File: src/rtl/hog_cell_hist_pkg.sv
// Shared HOG definitions: bin geometry, bin-code type and the flattened
// histogram layout used by this block and the block-normalisation stage.
package hog_cell_hist_pkg;

  localparam int MAG_W = 8;
  localparam int NBIN  = 9;
  localparam int CNT_W = 6;
  localparam int BIN_W = MAG_W + CNT_W;

  typedef logic [3:0] bin_code_t;
  localparam bin_code_t MAX_CODE = 4'd8;

  typedef logic [NBIN*BIN_W-1:0] hist_flat_t;

  typedef enum logic {
    ST_EMPTY = 1'b0,
    ST_FULL  = 1'b1
  } out_state_e;

endpackage

File: src/rtl/hog_bin_acc.sv
// One orientation-bin accumulator: add-enable, and clear on cell boundary
// (loading the same-cycle sample so back-to-back cells lose nothing).
module hog_bin_acc
  import hog_cell_hist_pkg::*;
(
  input  logic             clk_i,
  input  logic             rst_ni,
  input  logic             add_en_i,
  input  logic             clr_i,
  input  logic [MAG_W-1:0] mag_i,
  output logic [BIN_W-1:0] acc_o
);

  logic [BIN_W-1:0] acc_q, acc_d;

  always_comb begin
    acc_d = acc_q;
    if (clr_i) begin
      acc_d = add_en_i ? BIN_W'(mag_i) : '0;
    end else if (add_en_i) begin
      acc_d = acc_q + BIN_W'(mag_i);
    end
  end

  always_ff @(posedge clk_i or negedge rst_ni) begin
    if (!rst_ni) begin
      acc_q <= '0;
    end else begin
      acc_q <= acc_d;
    end
  end

  assign acc_o = acc_q;

endmodule

File: src/rtl/hog_cell_hist.sv
// Per-cell nine-bin orientation histogram: accumulates magnitudes per bin and
// publishes the cell histogram through a valid/ready register stage.
module hog_cell_hist
  import hog_cell_hist_pkg::*;
(
  input  logic             clk,
  input  logic             rst,
  input  logic             i_valid,
  input  bin_code_t        code,
  input  logic [MAG_W-1:0] mag,
  input  logic             cell_done,
  output logic             o_valid,
  input  logic             o_ready,
  output hist_flat_t       hist,
  output logic             code_err,
  output logic             ovf
);

  hist_flat_t acc_flat;
  hist_flat_t hist_q, hist_d;
  out_state_e state_q, state_d;
  logic       code_err_q, code_err_d;
  logic       ovf_q, ovf_d;

  for (genvar k = 0; k < NBIN; k++) begin : g_bin
    hog_bin_acc u_acc (
      .clk_i    (clk),
      .rst_ni   (rst),
      .add_en_i (i_valid && (code == bin_code_t'(k))),
      .clr_i    (cell_done),
      .mag_i    (mag),
      .acc_o    (acc_flat[k*BIN_W +: BIN_W])
    );
  end

  always_comb begin
    state_d    = state_q;
    hist_d     = hist_q;
    ovf_d      = ovf_q;
    code_err_d = code_err_q | (i_valid && (code > MAX_CODE));
    if (cell_done) begin
      hist_d = acc_flat;
    end
    case (state_q)
      ST_EMPTY: begin
        if (cell_done) state_d = ST_FULL;
      end
      ST_FULL: begin
        // A new cell while the old one is unaccepted overwrites it; newest wins.
        if (cell_done) begin
          state_d = ST_FULL;
          if (!o_ready) ovf_d = 1'b1;
        end else if (o_ready) begin
          state_d = ST_EMPTY;
        end
      end
      default: state_d = ST_EMPTY;
    endcase
  end

  always_ff @(posedge clk or negedge rst) begin
    if (!rst) begin
      state_q    <= ST_EMPTY;
      hist_q     <= '0;
      code_err_q <= 1'b0;
      ovf_q      <= 1'b0;
    end else begin
      state_q    <= state_d;
      hist_q     <= hist_d;
      code_err_q <= code_err_d;
      ovf_q      <= ovf_d;
    end
  end

  assign o_valid  = (state_q == ST_FULL);
  assign hist     = hist_q;
  assign code_err = code_err_q;
  assign ovf      = ovf_q;

endmodule

File: config.mk
export PLATFORM = sky130hd
export DESIGN_NAME = hog_cell_hist
export DESIGN_NICKNAME = d
export VERILOG_FILES = /design/src/rtl/hog_cell_hist_pkg.sv /design/src/rtl/hog_bin_acc.sv /design/src/rtl/hog_cell_hist.sv
export SDC_FILE = /design/constraint.sdc
export NUM_CORES = 1
export LEC_CHECK = 0
export CORE_MARGIN = 3
export CORE_UTILIZATION = 55
export CTS_CLUSTER_DIAMETER = 100
export CTS_CLUSTER_SIZE = 8
export DETAILED_ROUTE_END_ITERATION = 10
export PLACE_DENSITY = 0.82
export SLEW_MARGIN = 20
export SYNTH_ARGS = -nofsm -noshare
export SYNTH_HDL_FRONTEND = slang
export SYNTH_SLANG_ARGS = --single-unit
export TNS_END_PERCENT = 10
File: constraint.sdc
create_clock -name clk -period 2.45 [get_ports clk]
set_clock_uncertainty 0.05 [all_clocks]
set_input_delay 0.245 -clock clk [delete_from_list [all_inputs] [get_ports clk]]
set_output_delay 0.245 -clock clk [all_outputs]
set_load 0.005 [all_outputs]
# == After elaboration in Yosys (flattened, before gate mapping) ==
# Index checks and enable logic that the tools add are counted.
# word_totals
output_inout_bits,129
ff_bits,255
in_bits,17
# op_classes
addsub,9
n_reduce_logical,21
muxes,31
eq_ne,8
n_lt_le_gt_ge,1
bitwise,3
# ops
cell,n
two-way mux 14 bit,18
adder 14 x 8 -> 14 bit,9
two-way mux 8 bit,9
nonzero test 2 bit,9
equality test 4 x 3 -> 1 bit (second input constant),4
logical AND 1 bit,10
equality test 4 x 2 -> 1 bit (second input constant),2
equality test 4 x 1 -> 1 bit (second input constant),1
equality test 4 bit (second input constant),1
greater-than comparator 4 bit (second input constant),1
logical NOT 4 bit,1
two-way mux 1 bit,3
AND reduction 3 bit,1
inverter 1 bit,2
case mux 1 bit (2 select lines),1
OR 1 bit,1

# == Logic depth before layout (Yosys ltp) ==
# Gate-level depths: netlist (run 1).
# depth
word_depth,4
depth_mapped,8

# == Hierarchy ==
# From an unflattened synthesis (run 1), not the netlist that was laid out.
# unflattened
cells_unflattened,1181
area_unflattened_um2,13588.0
# by_module_without_submodules
mod,n_inst,seq_area_each_um2,area_each_um2,cells_per_inst
hog_bin_acc at g_bin[0].u_acc ...,7,350.3,953.4,98
hog_cell_hist,1,3228.1,4932.2,289
hog_bin_acc at g_bin[7].u_acc ...,2,350.3,991.0,103

# == Worst setup path before layout (run 1) ==
# Ideal clock, no wire load.
# synth_timing
path_type,reg-to-reg
start,reg g_bin[8].u_acc.acc_q[0]
end,reg g_bin[8].u_acc.acc_q[10]
setup_time_ns,0.125
path_slack_ns,0.293
path_stages_with_launch,8
arrival_time_ns,1.982
cell_sequence,dfrtp_1 > ha_1 > fa_1 > a211o_1 > o211ai_1 > a211oi_1 > nand3_1 > mux2_2
# synth_between
elab_chain_len,3
# synth_rtl
item,line,text
from (decl),hog_bin_acc.sv:14,"logic [BIN_W-1:0] acc_q, acc_d;"
from (signal assigned),hog_bin_acc.sv:27,acc_q <= '0;
from (signal assigned),hog_bin_acc.sv:29,acc_q <= acc_d;
adder 14 x 8 -> 14 bit,hog_bin_acc.sv:21,acc_d = acc_q + BIN_W'(mag_i);
two-way mux 14 bit,hog_bin_acc.sv:20,end else if (add_en_i) begin
two-way mux 14 bit,hog_bin_acc.sv:18,if (clr_i) begin
# No other way between the ends. The select of a mux whose other input is x is not followed.
# A chain may end at the register's enable or synchronous reset.

# == Worst setup path in the final report (run 1) ==
# layout_timing
start,in mag[0]
end,reg g_bin[6].u_acc.acc_q[6]
# layout_between
elab_chain_len,3
# layout_rtl
item,line,text
from (decl),hog_cell_hist.sv:10,"input logic [MAG_W-1:0] mag,"
adder 14 x 8 -> 14 bit,hog_bin_acc.sv:21,
two-way mux 14 bit,hog_bin_acc.sv:20,
two-way mux 14 bit,hog_bin_acc.sv:18,
to (signal assigned),hog_bin_acc.sv:27,
to (signal assigned),hog_bin_acc.sv:29,
to (decl),hog_bin_acc.sv:14,
# No other way between the ends. The select of a mux whose other input is x is not followed.

==> results.sh, run 1 <==
export IMPL_timing_hold_worst_endpoint="g_bin[5].u_acc.acc_o[11]$_DFFE_PN0P_"
export IMPL_drv_slew=0
export IMPL_setup_viol_count_final=0
export IMPL_layout_area_seq_um2=6380
export IMPL_route_final_wire_length_um=37500
export IMPL_synth_cell_area_um2=13600
export IMPL_seq_power_share_pct=43.8
export IMPL_dominantRegCellSynth="dfrtp_1"
export IMPL_vdd_ir_drop_max_v=0.000491
export IMPL_dp_hpwl_um=26400
export IMPL_yosys_warnings=0
export IMPL_cts_root_buffer="clkbuf_16"
export IMPL_totalNegativeSetupSlack_ns=0
export IMPL_ctsResizeCount=0
export IMPL_die_width_um=163
export IMPL_clk_pin_slew_ns=0.05
export IMPL_grt_usage_pct=28.6
export IMPL_tritoncts="yes"
export IMPL_final_hold_viol_count=0
export IMPL_timing_hold_worst_path_depth=2
export IMPL_max_slew_worst_pin_slew_ns=0.660
export IMPL_crit_reg2reg_launch="g_bin[8].u_acc.acc_o[0]$_DFFE_PN0P_"
export IMPL_routed_via_count=11698
export IMPL_design_portCount=146
export IMPL_power_density_nw_per_um2=568
export IMPL_worstPathMaxFanout=7
export IMPL_async_flop_share_pct=100
export IMPL_p_leak_nw=8.33
export IMPL_largest_net_degree_at_the_start_of_global_routing=73
export IMPL_grt_antenna_before_repair=0
export IMPL_final_core_utilization_pct=73.9
export IMPL_drt_first_pass_iters=6
export IMPL_placement_io_buffers=145
export IMPL_clock_tree_htree_level_count=2
export IMPL_post_route_cell_area_um2=17600
export IMPL_final_net_count=1654
export IMPL_layout_cells_excl_fill=1874
export IMPL_rsz0062_at_grt="no"
export IMPL_worst_slack_ns=0.126
export IMPL_cts_buffers_inserted=37
export IMPL_outcome="complete, no violations"
export IMPL_antenna_cells_inserted=0
export IMPL_global_route_overflow_total=0
export IMPL_yosys_cell_types_count=60
export IMPL_final_common_cell="dfrtp_1"
export IMPL_clock_path_buffers=3
export IMPL_grt_util_met1_pct=37.4
export IMPL_start_kind="input pin"
export IMPL_fin_worst_hold_slack_ns=0.155
export IMPL_power_report_internal_total_mw=7.56
export IMPL_multi_input_logic_area_um2=6990
export IMPL_syn_instance_count=1252
export IMPL_floorplan_die_area_um2=26700
export IMPL_synth_area_per_cell_um2=10.9
export IMPL_drt_drc_violations_left=0
export IMPL_grt_first_pass_wirelength_um=61400
export IMPL_pre_cts_ws_ns=-0.343
export IMPL_rr_endpoint="g_bin[8].u_acc.acc_o[10]$_DFFE_PN0P_"
export IMPL_routed_via_density=6.24
export IMPL_place_inst=1835
export IMPL_syn_nets=1350
export IMPL_layout_cell_share_with_drive_strength_beyond_1_pct=23.3
export IMPL_p_clk_share_pct=43.2
export IMPL_rows=56
export IMPL_yosysSeqAreaShare_pct=46.8
export IMPL_timing_critical_path_from="mag[0]"
export IMPL_clock_fmax_mhz=430
export IMPL_timing_critical_path_to_type="flip-flop"
export IMPL_synth_top_area_share_pct=46.8
export IMPL_grt_util_met3_pct=4.16
export IMPL_hp_start="cell_done"
export IMPL_syn_to_layout_area_delta_pct=29.5
export IMPL_drtAntennaViolNets=0
export IMPL_core_region_area_um2=23900
export IMPL_worstHoldPathType="input pin to flip-flop"
export IMPL_synthDominantAreaCellType="dfrtp_1"
export IMPL_final_worst_path_period_share_pct=94.9
export IMPL_maxSlewHeadroom_pct=55.9
export IMPL_r2r_setup_slack_ns=0.16
export IMPL_post_cts_buffers=0
export IMPL_clock_insertion_delay_worst_skew_ns=0.51
export IMPL_max_cap_violations=0
export IMPL_path_class="input pin to flip-flop"
export IMPL_most_crowded_layer_gr="met2"
export IMPL_initial_core_util_pct=57.1
export IMPL_synth_area_top_cells="dfrtp_1 47%, mux2_2 11%, ha_1 6.6%, a21oi_1 3.9%, mux2i_1 2.8%"
export IMPL_p_sw_mw=2.47
export IMPL_power_frac_comb_pct=13.0
export IMPL_total_power_mw=10.0
export IMPL_power_switching_share_pct=24.6
export IMPL_post_drt_wl_per_cell_um=20.0
export IMPL_fillCellCount=1571
export IMPL_numClockSinks=255
export IMPL_synth_edff_count=0
export IMPL_critPathArrivalTime_ns=2.66
export IMPL_fp_dieH_um=163
export IMPL_timing_critical_path_required_ns=2.78
export IMPL_globalplace_congestion=0.920
export IMPL_drt_first_iter_violations=812
export IMPL_detailed_place_area_um2=16700
export IMPL_ys_seq_elements=255
export IMPL_commonest_cells_after_routing_fill_and_taps_aside="255 x dfrtp_1, 160 x buf_4, 143 x clkdlybuf4s50_1"
export IMPL_first_global_vias=12123
export IMPL_globalRouteMet2Util_pct=46.5
export IMPL_worst_r2r_path_depth=7
export IMPL_period_minus_ws_final_ns=2.32
## sequential cells by signal, summed over array words and instances (netlist names)
signal	flops
hist	126
code_err	1
g_bin.u_acc.acc_o	126
o_valid	1
ovf	1
## routing by layer
metal	up-vias	routed length (um)
li1	5289	-
met1	5820	15300
met2	458	18000
met3	131	2260
met4	0	1880
met5	-	0
## logic make-up (layout without fill, tap and decap cells)
kind of cell,Yosys count,after routing,share of synthesized area (%)
xor+xnor,52,52,3.34
flops,255,255,46.8
buf+inv,66,369,1.89
mux,171,171,13.8
fa+ha+maj,81,81,7.93
compound gates,336,336,15.2
simple gates,291,291,11.0
## power by group through the flow
stage / combinational (mW) / clock, mW / sequential, mW
2_1_floorplan: 0.623 / 0 / 4.44
3_3_place_gp: 1.23 / 0 / 4.46
3_5_place_dp: 1.28 / 0 / 4.46
4_1_cts: 1.29 / 4.38 / 4.40
5_1_grt: 1.41 / 4.59 / 4.40
6_report: 1.30 / 4.33 / 4.40
## what timing repair did
| item | CTS | global route |
|---|---|---|
| setup endpoints to repair | 0 | 0 |
| hold buffers | 1 | 0 |
| endpoints found under the hold margin | 66 | 0 |
## worst max path at each step
| stage | endpoint | slack, ns | cells after the start |
|---|---|---|---|
| after floorplan | g_bin[8].u_acc.acc_o[10]$_DFFE_PN0P_ | 0.29 | 7 |
| after global placement | g_bin[7].u_acc.acc_o[10]$_DFFE_PN0P_ | -0.23 | 10 |
| after detailed placement | g_bin[6].u_acc.acc_o[6]$_DFFE_PN0P_ | -0.34 | 10 |
| after CTS | g_bin[6].u_acc.acc_o[6]$_DFFE_PN0P_ | 0.16 | 10 |
| after global routing | g_bin[4].u_acc.acc_o[12]$_DFFE_PN0P_ | 0.03 | 10 |
| final | g_bin[6].u_acc.acc_o[6]$_DFFE_PN0P_ | 0.13 | 10 |
## final cells by class
class / count / area share [%]
clock buffers: 38 / 5.27
inverters: 14 / 0.298
multi-input cells: 931 / 39.6
flip-flops and latches: 255 / 36.2
well taps: 319 / 2.26
repair buffers: 317 / 16.4
## Yosys cell counts, drive strengths merged, types with 7 or more instances
cell and count:
a31oi 18, nor3 19, buf 9, ha 72, a21o 19, a21oi 107
fa 9, o22ai 46, nand2 80, and3 9, nor2b 9, and2 12
nor2 62, mux2i 38, inv 14, xor2 37, nand3 31, clkbuf 43
o31ai 11, or4 7, xnor2 15, mux2 133, a211oi 21, o21ai 52
or3 26, o211ai 26, nand4 13, dfrtp 255
## critical path, stage by stage
cell and delay (ns):
clkdlybuf4s50_1 0.40, buf_4 0.19, buf_4 0.16, ha_1 0.22
fa_1 0.44, a211oi_1 0.39, o21ai_0 0.19, xor2_1 0.17
mux2i_1 0.15, o22ai_1 0.10
Note: power is estimated with default switching activity, not from simulation.
==> inputs of run 2 (changes only) <==
--- a/config.mk
+++ b/config.mk
@@ -8,7 +8,7 @@
 export CORE_MARGIN = 3
 export CORE_UTILIZATION = 55
 export CTS_CLUSTER_DIAMETER = 100
-export CTS_CLUSTER_SIZE = 8
+export CTS_CLUSTER_SIZE = 12
 export DETAILED_ROUTE_END_ITERATION = 10
 export PLACE_DENSITY = 0.82
 export SLEW_MARGIN = 20
==> run 2 against run 1 <==
  * Total power decreased by 10%
  * First-iteration DRC count increased by 2.2%
  * Wire length decreased by 2.3%
  * Critical path type unchanged
  * Largest cell class unchanged
==> results.sh, run 2 (synthesized netlist as in run 1, its figures left out) <==
export IMPL_first_global_vias=11774
export IMPL_syn_to_layout_area_delta_pct=27.3
export IMPL_clock_fmax_mhz=434
export IMPL_total_power_mw=9.02
export IMPL_clk_pin_slew_ns=0.06
export IMPL_initial_core_util_pct=57.1
export IMPL_floorplan_die_area_um2=26700
export IMPL_max_slew_worst_pin_slew_ns=0.655
export IMPL_clock_path_buffers=3
export IMPL_power_density_nw_per_um2=520
export IMPL_clock_tree_htree_level_count=1
export IMPL_route_final_wire_length_um=36600
export IMPL_p_leak_nw=8.19
export IMPL_fp_dieH_um=163
export IMPL_drt_first_pass_iters=7
export IMPL_outcome="complete, no violations"
export IMPL_period_minus_ws_final_ns=2.30
export IMPL_design_portCount=146
export IMPL_routed_via_density=6.18
export IMPL_rsz0062_at_grt="no"
export IMPL_clock_insertion_delay_worst_skew_ns=0.53
export IMPL_placement_io_buffers=145
export IMPL_commonest_cells_after_routing_fill_and_taps_aside="255 x dfrtp_1, 160 x buf_4, 143 x clkdlybuf4s50_1"
export IMPL_timing_critical_path_required_ns=2.80
export IMPL_ctsResizeCount=0
export IMPL_drv_slew=0
export IMPL_grt_usage_pct=27.8
export IMPL_critPathArrivalTime_ns=2.65
export IMPL_grt_antenna_before_repair=0
export IMPL_global_route_overflow_total=0
export IMPL_cts_root_buffer="clkbuf_16"
export IMPL_vdd_ir_drop_max_v=0.000422
export IMPL_final_common_cell="dfrtp_1"
export IMPL_grt_first_pass_wirelength_um=60100
export IMPL_final_net_count=1642
export IMPL_cts_buffers_inserted=25
export IMPL_drt_drc_violations_left=0
export IMPL_totalNegativeSetupSlack_ns=0
export IMPL_drtAntennaViolNets=0
export IMPL_routed_via_count=11507
export IMPL_max_cap_violations=0
export IMPL_worst_slack_ns=0.148
export IMPL_drt_first_iter_violations=830
export IMPL_fillCellCount=1608
export IMPL_final_core_utilization_pct=72.7
export IMPL_path_class="input pin to flip-flop"
export IMPL_timing_critical_path_to_type="flip-flop"
export IMPL_layout_cell_share_with_drive_strength_beyond_1_pct=22.7
export IMPL_die_width_um=163
export IMPL_maxSlewHeadroom_pct=56.2
export IMPL_setup_viol_count_final=0
export IMPL_largest_net_degree_at_the_start_of_global_routing=73
export IMPL_post_drt_wl_per_cell_um=19.7
export IMPL_globalplace_congestion=0.920
export IMPL_dp_hpwl_um=26400
export IMPL_worstHoldPathType="input pin to flip-flop"
export IMPL_pre_cts_ws_ns=-0.343
export IMPL_tritoncts="yes"
export IMPL_final_worst_path_period_share_pct=94.0
export IMPL_numClockSinks=255
export IMPL_core_region_area_um2=23900
export IMPL_fin_worst_hold_slack_ns=0.113
export IMPL_start_kind="input pin"
export IMPL_rows=56
export IMPL_final_hold_viol_count=0
export IMPL_worstPathMaxFanout=7
[run 2: cell types whose count changed in the layout (fill, tap and decap cells not counted), sizes merged]
| cell | before | now |
|---|---|---|
| inv | 14 | 15 |
| clkbuf | 38 | 25 |
| diode | 0 | 1 |
[run 2: worst paths after layout]
check                      slack [ns]                              endpoint  cells past startpoint                                start
hold reg to reg                  0.43                       ovf$_DFFE_PN0P_                      1                      ovf$_DFFE_PN0P_
min in group asynchronous        0.23   g_bin[0].u_acc.acc_o[5]$_DFFE_PN0P_                      2                                  rst
max in group asynchronous        1.34   g_bin[4].u_acc.acc_o[3]$_DFFE_PN0P_                      3                                  rst
hold / removal                   0.11  g_bin[3].u_acc.acc_o[12]$_DFFE_PN0P_                      2                            cell_done
setup reg to reg                 0.17   g_bin[8].u_acc.acc_o[9]$_DFFE_PN0P_                      8  g_bin[8].u_acc.acc_o[2]$_DFFE_PN0P_
setup / recovery                 0.15   g_bin[6].u_acc.acc_o[6]$_DFFE_PN0P_                     10                               mag[0]
[run 2: layout make-up]
class / instances / area (um^2) / share of cell area (%)
repair buffers: 317 / 2890 / 16.7
multi-input cells: 931 / 6990 / 40.3
flip-flops and latches: 255 / 6380 / 36.8
well taps: 319 / 399 / 2.30
clock inverters: 1 / 11.3 / 0.0649
diodes: 1 / 2.50 / 0.0144
clock buffers: 25 / 626 / 3.60
inverters: 14 / 52.6 / 0.303
[run 2: per-layer routing]
metal	wire length, um	GRT usage, %
met2	17800	46.9
met4	1700	11.6
met5	0	0
met1	15100	36.5
met3	2070	3.27
[run 2: power breakdown]
group	leakage, nW	switching, mW	internal (mW)	total [mW]
combinational	4.37	0.688	0.609	1.30
clock	0.314	1.54	1.80	3.33
sequential	3.50	0.0809	4.31	4.39
[run 2: timing repair]
action                                 CTS  global route
hold buffers                             1             0
endpoints found under the hold margin   66             0
setup buffers                            0             0
[run 2: critical path, stage by stage]
cell,delay (ns)
clkdlybuf4s50_1,0.40
buf_4,0.19
buf_4,0.16
ha_1,0.22
fa_1,0.44
a211oi_1,0.39
o21ai_0,0.18
xor2_1,0.17
mux2i_1,0.16
o22ai_1,0.10
[run 2: through the flow]
stage | instances | area, um^2
6_report | 1863 | 17400
3_5_place_dp | 1835 | 16700
2_1_floorplan | 1252 | 13600
3_3_place_gp | 1835 | 16700
4_1_cts | 1862 | 17400
5_1_grt | 1862 | 17400
